==> config.mk <==
export PLATFORM = sky130hd
export DESIGN_NAME = vga_timing_gen
export DESIGN_NICKNAME = d
export VERILOG_FILES = /design/src/rtl/vga_timing_gen.sv
export SDC_FILE = /design/constraint.sdc
export NUM_CORES = 1
export LEC_CHECK = 0
export CAP_MARGIN = 20
export CORE_MARGIN = 4
export CORE_UTILIZATION = 40
export CTS_BUF_LIST = sky130_fd_sc_hd__clkbuf_8
export DETAILED_ROUTE_END_ITERATION = 10
export HOLD_SLACK_MARGIN = 0.06
export PLACE_DENSITY = 0.68
export SLEW_MARGIN = 15
export SYNTH_ARGS = -nofsm -noshare
export SYNTH_HDL_FRONTEND = slang
export SYNTH_SLANG_ARGS = --single-unit
export TNS_END_PERCENT = 100
==> constraint.sdc <==
create_clock -name iVGA_CLK -period 2.25 [get_ports iVGA_CLK]
set_input_delay 0.45 -clock iVGA_CLK [delete_from_list [all_inputs] [get_ports iVGA_CLK]]
set_output_delay 0.45 -clock iVGA_CLK [all_outputs]
set_load 0.02 [all_outputs]
==> src/rtl/vga_timing_gen.sv <==
// 640x480@60 VGA raster timing with a latency-matched output stage around the vga_draw loop.
// Define VGA_TEST_PATTERN_EN to ignore iRGB and emit eight built-in vertical colour bars.
module vga_timing_gen #(
    parameter int H_ACTIVE = 640,
    parameter int H_FP     = 16,
    parameter int H_SYNC   = 96,
    parameter int H_BP     = 48,
    parameter int V_ACTIVE = 480,
    parameter int V_FP     = 10,
    parameter int V_SYNC   = 2,
    parameter int V_BP     = 33,
    parameter int DRAW_LAT = 1
) (
    input  logic        iVGA_CLK,
    input  logic        sys_rst,
    output logic [9:0]  ovga_x,
    output logic [9:0]  ovga_y,
    output logic        ovga_de,
    output logic        oframe_start,
    input  logic [15:0] iRGB,
    output logic [4:0]  oVGA_R,
    output logic [5:0]  oVGA_G,
    output logic [4:0]  oVGA_B,
    output logic        oVGA_HS,
    output logic        oVGA_VS,
    output logic        oVGA_BLANK_N
);

    localparam int H_T = H_ACTIVE + H_FP + H_SYNC + H_BP;
    localparam int V_T = V_ACTIVE + V_FP + V_SYNC + V_BP;
    localparam logic [9:0] H_LAST   = 10'(H_T - 1);
    localparam logic [9:0] V_LAST   = 10'(V_T - 1);
    localparam logic [9:0] HS_START = 10'(H_ACTIVE + H_FP);
    localparam logic [9:0] HS_END   = 10'(H_ACTIVE + H_FP + H_SYNC);
    localparam logic [9:0] VS_START = 10'(V_ACTIVE + V_FP);
    localparam logic [9:0] VS_END   = 10'(V_ACTIVE + V_FP + V_SYNC);

    logic [9:0] r_h_cnt;
    logic [9:0] r_v_cnt;
    logic       w_de;
    logic       w_hs_raw;
    logic       w_vs_raw;

    // Reset parks the counters on the last position so the first edge after release lands on (0,0).
    always_ff @(posedge iVGA_CLK or posedge sys_rst) begin
        if (sys_rst) begin
            r_h_cnt <= H_LAST;
            r_v_cnt <= V_LAST;
        end else if (r_h_cnt == H_LAST) begin
            r_h_cnt <= '0;
            r_v_cnt <= (r_v_cnt == V_LAST) ? '0 : r_v_cnt + 10'd1;
        end else begin
            r_h_cnt <= r_h_cnt + 10'd1;
        end
    end

    assign w_de         = (r_h_cnt < 10'(H_ACTIVE)) && (r_v_cnt < 10'(V_ACTIVE));
    assign ovga_de      = w_de;
    assign ovga_x       = w_de ? r_h_cnt : '0;
    assign ovga_y       = w_de ? r_v_cnt : '0;
    assign oframe_start = (r_h_cnt == '0) && (r_v_cnt == '0);
    assign w_hs_raw     = !((r_h_cnt >= HS_START) && (r_h_cnt < HS_END));
    assign w_vs_raw     = !((r_v_cnt >= VS_START) && (r_v_cnt < VS_END));

`ifdef VGA_TEST_PATTERN_EN
    localparam int PW = 13;
    localparam logic [PW-1:0] PIPE_RST = {1'b0, 1'b1, 1'b1, 10'd0};
    logic [PW-1:0] w_pipe_in;
    assign w_pipe_in = {w_de, w_hs_raw, w_vs_raw, ovga_x};
`else
    localparam int PW = 3;
    localparam logic [PW-1:0] PIPE_RST = 3'b011;
    logic [PW-1:0] w_pipe_in;
    assign w_pipe_in = {w_de, w_hs_raw, w_vs_raw};
`endif

    logic [PW-1:0] w_pipe_out;

    generate
        if (DRAW_LAT == 0) begin : g_no_pipe
            assign w_pipe_out = w_pipe_in;
        end else begin : g_pipe
            logic [PW-1:0] r_pipe [DRAW_LAT];
            always_ff @(posedge iVGA_CLK or posedge sys_rst) begin
                if (sys_rst) begin
                    for (int i = 0; i < DRAW_LAT; i++) r_pipe[i] <= PIPE_RST;
                end else begin
                    r_pipe[0] <= w_pipe_in;
                    for (int i = 1; i < DRAW_LAT; i++) r_pipe[i] <= r_pipe[i-1];
                end
            end
            assign w_pipe_out = r_pipe[DRAW_LAT-1];
        end
    endgenerate

    logic        w_d_de;
    logic        w_d_hs;
    logic        w_d_vs;
    logic [15:0] w_pix;

    assign w_d_de = w_pipe_out[PW-1];
    assign w_d_hs = w_pipe_out[PW-2];
    assign w_d_vs = w_pipe_out[PW-3];

`ifdef VGA_TEST_PATTERN_EN
    localparam int BAR_W = H_ACTIVE / 8;
    logic [9:0] w_d_x;
    logic [2:0] w_bar;
    assign w_d_x = w_pipe_out[9:0];

    always_comb begin
        w_bar = 3'd0;
        for (int i = 1; i < 8; i++) begin
            if (int'(w_d_x) >= i * BAR_W) w_bar = 3'(i);
        end
    end

    always_comb begin
        w_pix = 16'h0000;
        case (w_bar)
            3'd0: w_pix = 16'hFFFF;
            3'd1: w_pix = 16'hFFE0;
            3'd2: w_pix = 16'h07FF;
            3'd3: w_pix = 16'h07E0;
            3'd4: w_pix = 16'hF81F;
            3'd5: w_pix = 16'hF800;
            3'd6: w_pix = 16'h001F;
            default: w_pix = 16'h0000;
        endcase
    end
`else
    assign w_pix = iRGB;
`endif

    // Blanking is forced here so a drawer returning junk outside the active region never reaches the DAC.
    always_ff @(posedge iVGA_CLK or posedge sys_rst) begin
        if (sys_rst) begin
            oVGA_R       <= '0;
            oVGA_G       <= '0;
            oVGA_B       <= '0;
            oVGA_HS      <= 1'b1;
            oVGA_VS      <= 1'b1;
            oVGA_BLANK_N <= 1'b0;
        end else begin
            oVGA_BLANK_N <= w_d_de;
            oVGA_HS      <= w_d_hs;
            oVGA_VS      <= w_d_vs;
            {oVGA_R, oVGA_G, oVGA_B} <= w_d_de ? w_pix : 16'h0000;
        end
    end

endmodule

== Yosys cells after proc, flatten, opt, wreduce, memory -nomap -nowiden ==
Cells that the tools add are included.
W data, S select, Z words.

* Bits in registers: 42
* Bits of input ports: 18
* Logic and storage cells: 32
* Output and inout bits: 41

* Equality and inequality tests: 2
* Multiplexer cells: 5
* Add/subtract/negate cells: 2
* Reduce and logical (&&, ||, !) cells: 8
* Magnitude comparators: 6

{| class="wikitable"
|+ Operators with widths
! cell !! count
|-
| $mux W10 || 4
|-
| $add A10 B1 Y10 const B || 2
|-
| $eq A10 B10 Y1 const B || 2
|-
| $logic_not A10 Y1 || 2
|-
| $lt A10 B10 Y1 const B || 2
|-
| $lt A10 B9 Y1 const B || 2
|-
| $mux W16 || 1
|-
| $ge A10 B10 Y1 const B || 1
|-
| $ge A10 B9 Y1 const B || 1
|-
| $logic_and A1 B1 Y1 || 4
|-
| $logic_not A1 Y1 || 2
|}

== Logic depth before layout (Yosys ltp) ==
* Word-level depth: 3
* Depth in mapped cells: 6
* Mapped depth without buffers: 6

== Worst setup path after synthesis ==
Ideal clock, no wire load.

* Path type: register to output
* From: reg r_v_cnt[6]
* To: out oframe_start
* Required time: 1800 ps
* Cell stages (with the launch flop): 4
* Arrival time: 1686 ps
* Setup slack: 114 ps
* Buffers on the path: 0
* Cell sequence: dfrtp_1 > nor4_1 > nand4_1 > nor4_1

* Longest elaborated chain between the ends: 2

{| class="wikitable"
|+ RTL lines
! item !! line !! text
|-
| from (decl) || 39 || <nowiki>logic [9:0] r_v_cnt;</nowiki>
|-
| from (signal assigned) || 51 || <nowiki>r_v_cnt <= (r_v_cnt == V_LAST) ? '0 : r_v_cnt + 10'd1;</nowiki>
|-
| $logic_not A10 Y1 || 61 || <nowiki>assign oframe_start = (r_h_cnt == '0) && (r_v_cnt == '0);</nowiki>
|-
| $logic_and A1 B1 Y1 || 61 ||
|-
| to (decl) || 19 || <nowiki>output logic oframe_start,</nowiki>
|}

Every way passes these cells.

== Worst setup path after layout ==
* From: reg r_h_cnt[8]
* To: out ovga_x[2]

* Longest elaborated chain between the ends: 3

{| class="wikitable"
|+ RTL lines
! item !! line !! text
|-
| from (decl) || 38 || <nowiki>logic [9:0] r_h_cnt;</nowiki>
|-
| from (signal assigned) || 53 || <nowiki>r_h_cnt <= r_h_cnt + 10'd1;</nowiki>
|-
| $lt A10 B10 Y1 || 57 || <nowiki>assign w_de = (r_h_cnt < 10'(H_ACTIVE)) && (r_v_cnt < 10'(V_ACTIVE));</nowiki>
|-
| $logic_and A1 B1 Y1 || 57 ||
|-
| $mux W10 || 59 || <nowiki>assign ovga_x = w_de ? r_h_cnt : '0;</nowiki>
|-
| to (decl) || 16 || <nowiki>output logic [9:0] ovga_x,</nowiki>
|}

Every way passes these cells.

==> summary.md <==
| Metric | Value |
|---|---|
| Status | `complete, no violations` |
| Worst Path Max Fanout | `6` |
| MaxCap Viol Count | `0` |
| CTS tree | `built` |
| Hold worst-path end | `oVGA_VS$_DFF_PP1_` |
| Vias | `1,588` |
| CTS Hold Bufs | `0` |
| R2R Setup Slk | `0.40 ns` |
| Max_slew headroom | `65.8%` |
| Cells after Synth | `180` |
| Clock sink count | `42` |
| Mapped cell area | `0.00199 mm2` |
| Tmin final | `2.19 ns` |
| Syn nets | `202` |
| Cell breakdown of the critical path | `o21a_1 > nor3_2 > buf_4 > buf_4 > and2_1 > buf_2` |
| Worst R2R Start | `r_h_cnt[4]$_DFF_PP1_` |
| Worst Hold Class | `flip-flop to flip-flop` |
| Fin. max-slew vios | `0` |
| Placer's final routability congestion estimate | `0.792` |
| Setup ws final | `0.0615 ns` |
| Hold path startpoint | `g_pipe.r_pipe[0]$_DFF_PP1_` |
| Critical Path RT | `1.80 ns` |
| Worst-Margin Slew | `0.513 ns` |
| PwrDens | `487 mW/mm2` |
| Final #Nets | `283` |
| Most frequent cells in the layout | `clkdlybuf4s50_1, and2_1, dfrtp_1` |
| Num ports | `59` |
| Number of global-route vias before repair | `1,608` |
| Worst flop-to-flop path endpoint | `r_v_cnt[4]$_DFFE_PP0N_` |
| Die H | `78.5 um` |
| Critical Path AT | `1.74 ns` |
| Clk_skew | `0.00518 ns` |
| GRT overflow | `0` |
| DRC | `0` |
| Remaining antenna violation count | `0` |
| Fin cells | `329` |
| CP Capture Type | `output port` |
| Setup-failing EPs final | `0` |
| ANT cells | `0` |
| Yosys warns | `0` |
| Clk_lat worst skew | `0.29 ns` |
| Via/cell ratio | `4.83` |
| Hold Slack | `0.359 ns` |
| Startpoint types | `flip-flop` |
| Maximum vdd drop | `0.000211 V` |
| Largest net degree at the start of global routing | `43` |
| Post-DR wirelength/cell | `13.7 um` |
| Final Hold Vio Count | `0` |
| WS Path Type | `flip-flop to output port` |
| Core area | `0.00475 mm2` |
| Die area | `0.00616 mm2` |
| Pleak | `1.23 nW` |
| Pre-CTS setup slack | `-0.104 ns` |
| Clk buf depth | `2` |
| Drt pass-1 iters | `4` |
| DRT iter0 DRCs | `61` |
| Sequential share of the synthesized area | `53.8%` |
| Yosys reg bits | `42` |
| Drt total wl | `4520 um` |
| Total GRT Usage | `16.1%` |
| Rows | `25` |
| Root buffer cell | `clkbuf_8` |
| Slowest stage delay, CP | `0.58 ns` |
| H-tree depth | `2` |
| CTS Buf Count | `5` |
| Most used cell, CP | `buf_4` |
| Fin crit share | `97.3%` |
| Clock Pin Slew Worst Setup and Hold Paths | `0.08 ns` |
| Initial Util | `41.8%` |
| R2R cell count | `5` |
| I/O Buffers | `57` |
| Die Width | `78.5 um` |
| First-pass GRT wire length | `7830 um` |
| Critical Path Source | `r_h_cnt[8]$_DFF_PP1_` |
| Hold path cells | `0` |
| CP max stage cell | `dfstp_2` |
| Distinct cells, synth | `38` |
| Setup TNS | `0 ns` |
| DP Wirelength | `3410 um` |
| Area growth syn-to-layout | `42.2%` |
| Commonest non-fill, non-tap cell in the layout | `clkdlybuf4s50_1` |
| Placed insts | `320` |
| Fmax | `0.457 GHz` |
| Syn_area_per_cell | `11.0 um2` |
| Final Core Density | `59.4%` |
| Antenna violations before repair | `0` |
| RSZ-0062 raised after global routing | `false` |
| Layout cells sized above 1 | `31.7%` |
-- synth_stat cells (all sizes together) --
library cell | instances | area share (%)
o22ai | 1 | 0.32
a21oi | 2 | 0.50
buf | 5 | 1.8
inv | 5 | 0.95
o21a | 1 | 0.38
a21o | 1 | 0.38
nand4b | 2 | 0.88
and4 | 6 | 2.8
nand3b | 1 | 0.38
nand4 | 6 | 1.9
xor2 | 4 | 1.8
a31oi | 1 | 0.32
nor3 | 2 | 0.76
o21ai | 8 | 2.0
dfstp | 14 | 19
clkbuf | 5 | 2.0
and3b | 1 | 0.50
nand2b | 1 | 0.32
or4 | 2 | 0.76
nor2 | 6 | 1.1
dfrtp | 28 | 35
nor4 | 9 | 2.8
nor2b | 1 | 0.32
xnor2 | 7 | 3.1
and2 | 34 | 11
nor4b | 1 | 1.2
nand2 | 9 | 1.7
ha | 4 | 2.5
nand3 | 9 | 2.5
and3 | 3 | 1.1
conb | 1 | 0.19
-- flip-flops by register name (all words and copies together), names as in the netlist --
signal and count:
r_v_cnt 10, oVGA_BLANK_N 1, r_h_cnt 10, oVGA_B 5, oVGA_HS 1, g_pipe.r_pipe 3, oVGA_G 6, oVGA_R 5
oVGA_VS 1
-- through the flow --
step | total power, mW | cell area (um2)
floorplan | 0.831 | 1990
detailed placement | 0.894 | 2760
global placement | 0.892 | 2760
CTS | 1.40 | 2850
global route | 1.43 | 2820
finish | 1.37 | 2820
-- power by group --
group | switching, mW | internal, mW | total, mW | leakage, nW
registers | 0.00332 | 0.770 | 0.773 | 0.484
clock network | 0.251 | 0.246 | 0.497 | 0.0472
logic | 0.0462 | 0.0582 | 0.104 | 0.696
-- critical path, delay by kind of cell, from the launching register on --
kind / cells / cell delay, ns
flops: 1 / 0.58
buf+inv: 3 / 0.42
simple gates: 2 / 0.22
compound gates: 1 / 0.22
-- routing by layer --
layer,global-route usage [%],part of all wire [%],vias up
met3,4.13,6.3,4
met2,25.5,44,56
met4,4.20,1.2,0
li1,-,-,775
met1,21.9,48,753
met5,0,0,-
-- how the worst max path moves through the flow --
stage / endpoint / slack, ns
after floorplan: oframe_start / 0.11
after global placement: oframe_start / -0.10
after detailed placement: ovga_y[6] / -0.10
after CTS: ovga_y[6] / -0.02
after global routing: ovga_x[2] / 0.001
final: ovga_x[2] / 0.06
-- area by class of cell --
cell class | instances | area, um2
timing repair buffer | 84 | 728
clock buffer | 6 | 82.6
tap | 67 | 83.8
sequential | 42 | 1070
clock inverter | 2 | 12.5
fill | 429 | 1930
inverter | 5 | 18.8
multi-input combinational | 123 | 830
-- repair_timing --
action | CTS | global route
pin swaps | 0 | 2
setup buffers | 2 | 0
setup endpoints to repair | 21 | 18
resized for setup | 72 | 23
-- kinds of logic (layout without fill, tap and decap cells) --
logic type | count (synthesis) | after routing | share of synthesized area, %
buf+inv | 15 | 97 | 4.73
other cells | 1 | 1 | 0.189
fa+ha+maj | 4 | 4 | 2.52
compound gates | 14 | 14 | 3.91
flops | 42 | 42 | 53.8
xor+xnor | 11 | 11 | 4.85
simple gates | 93 | 93 | 30.0
Power figures use the tool's default switching activity.
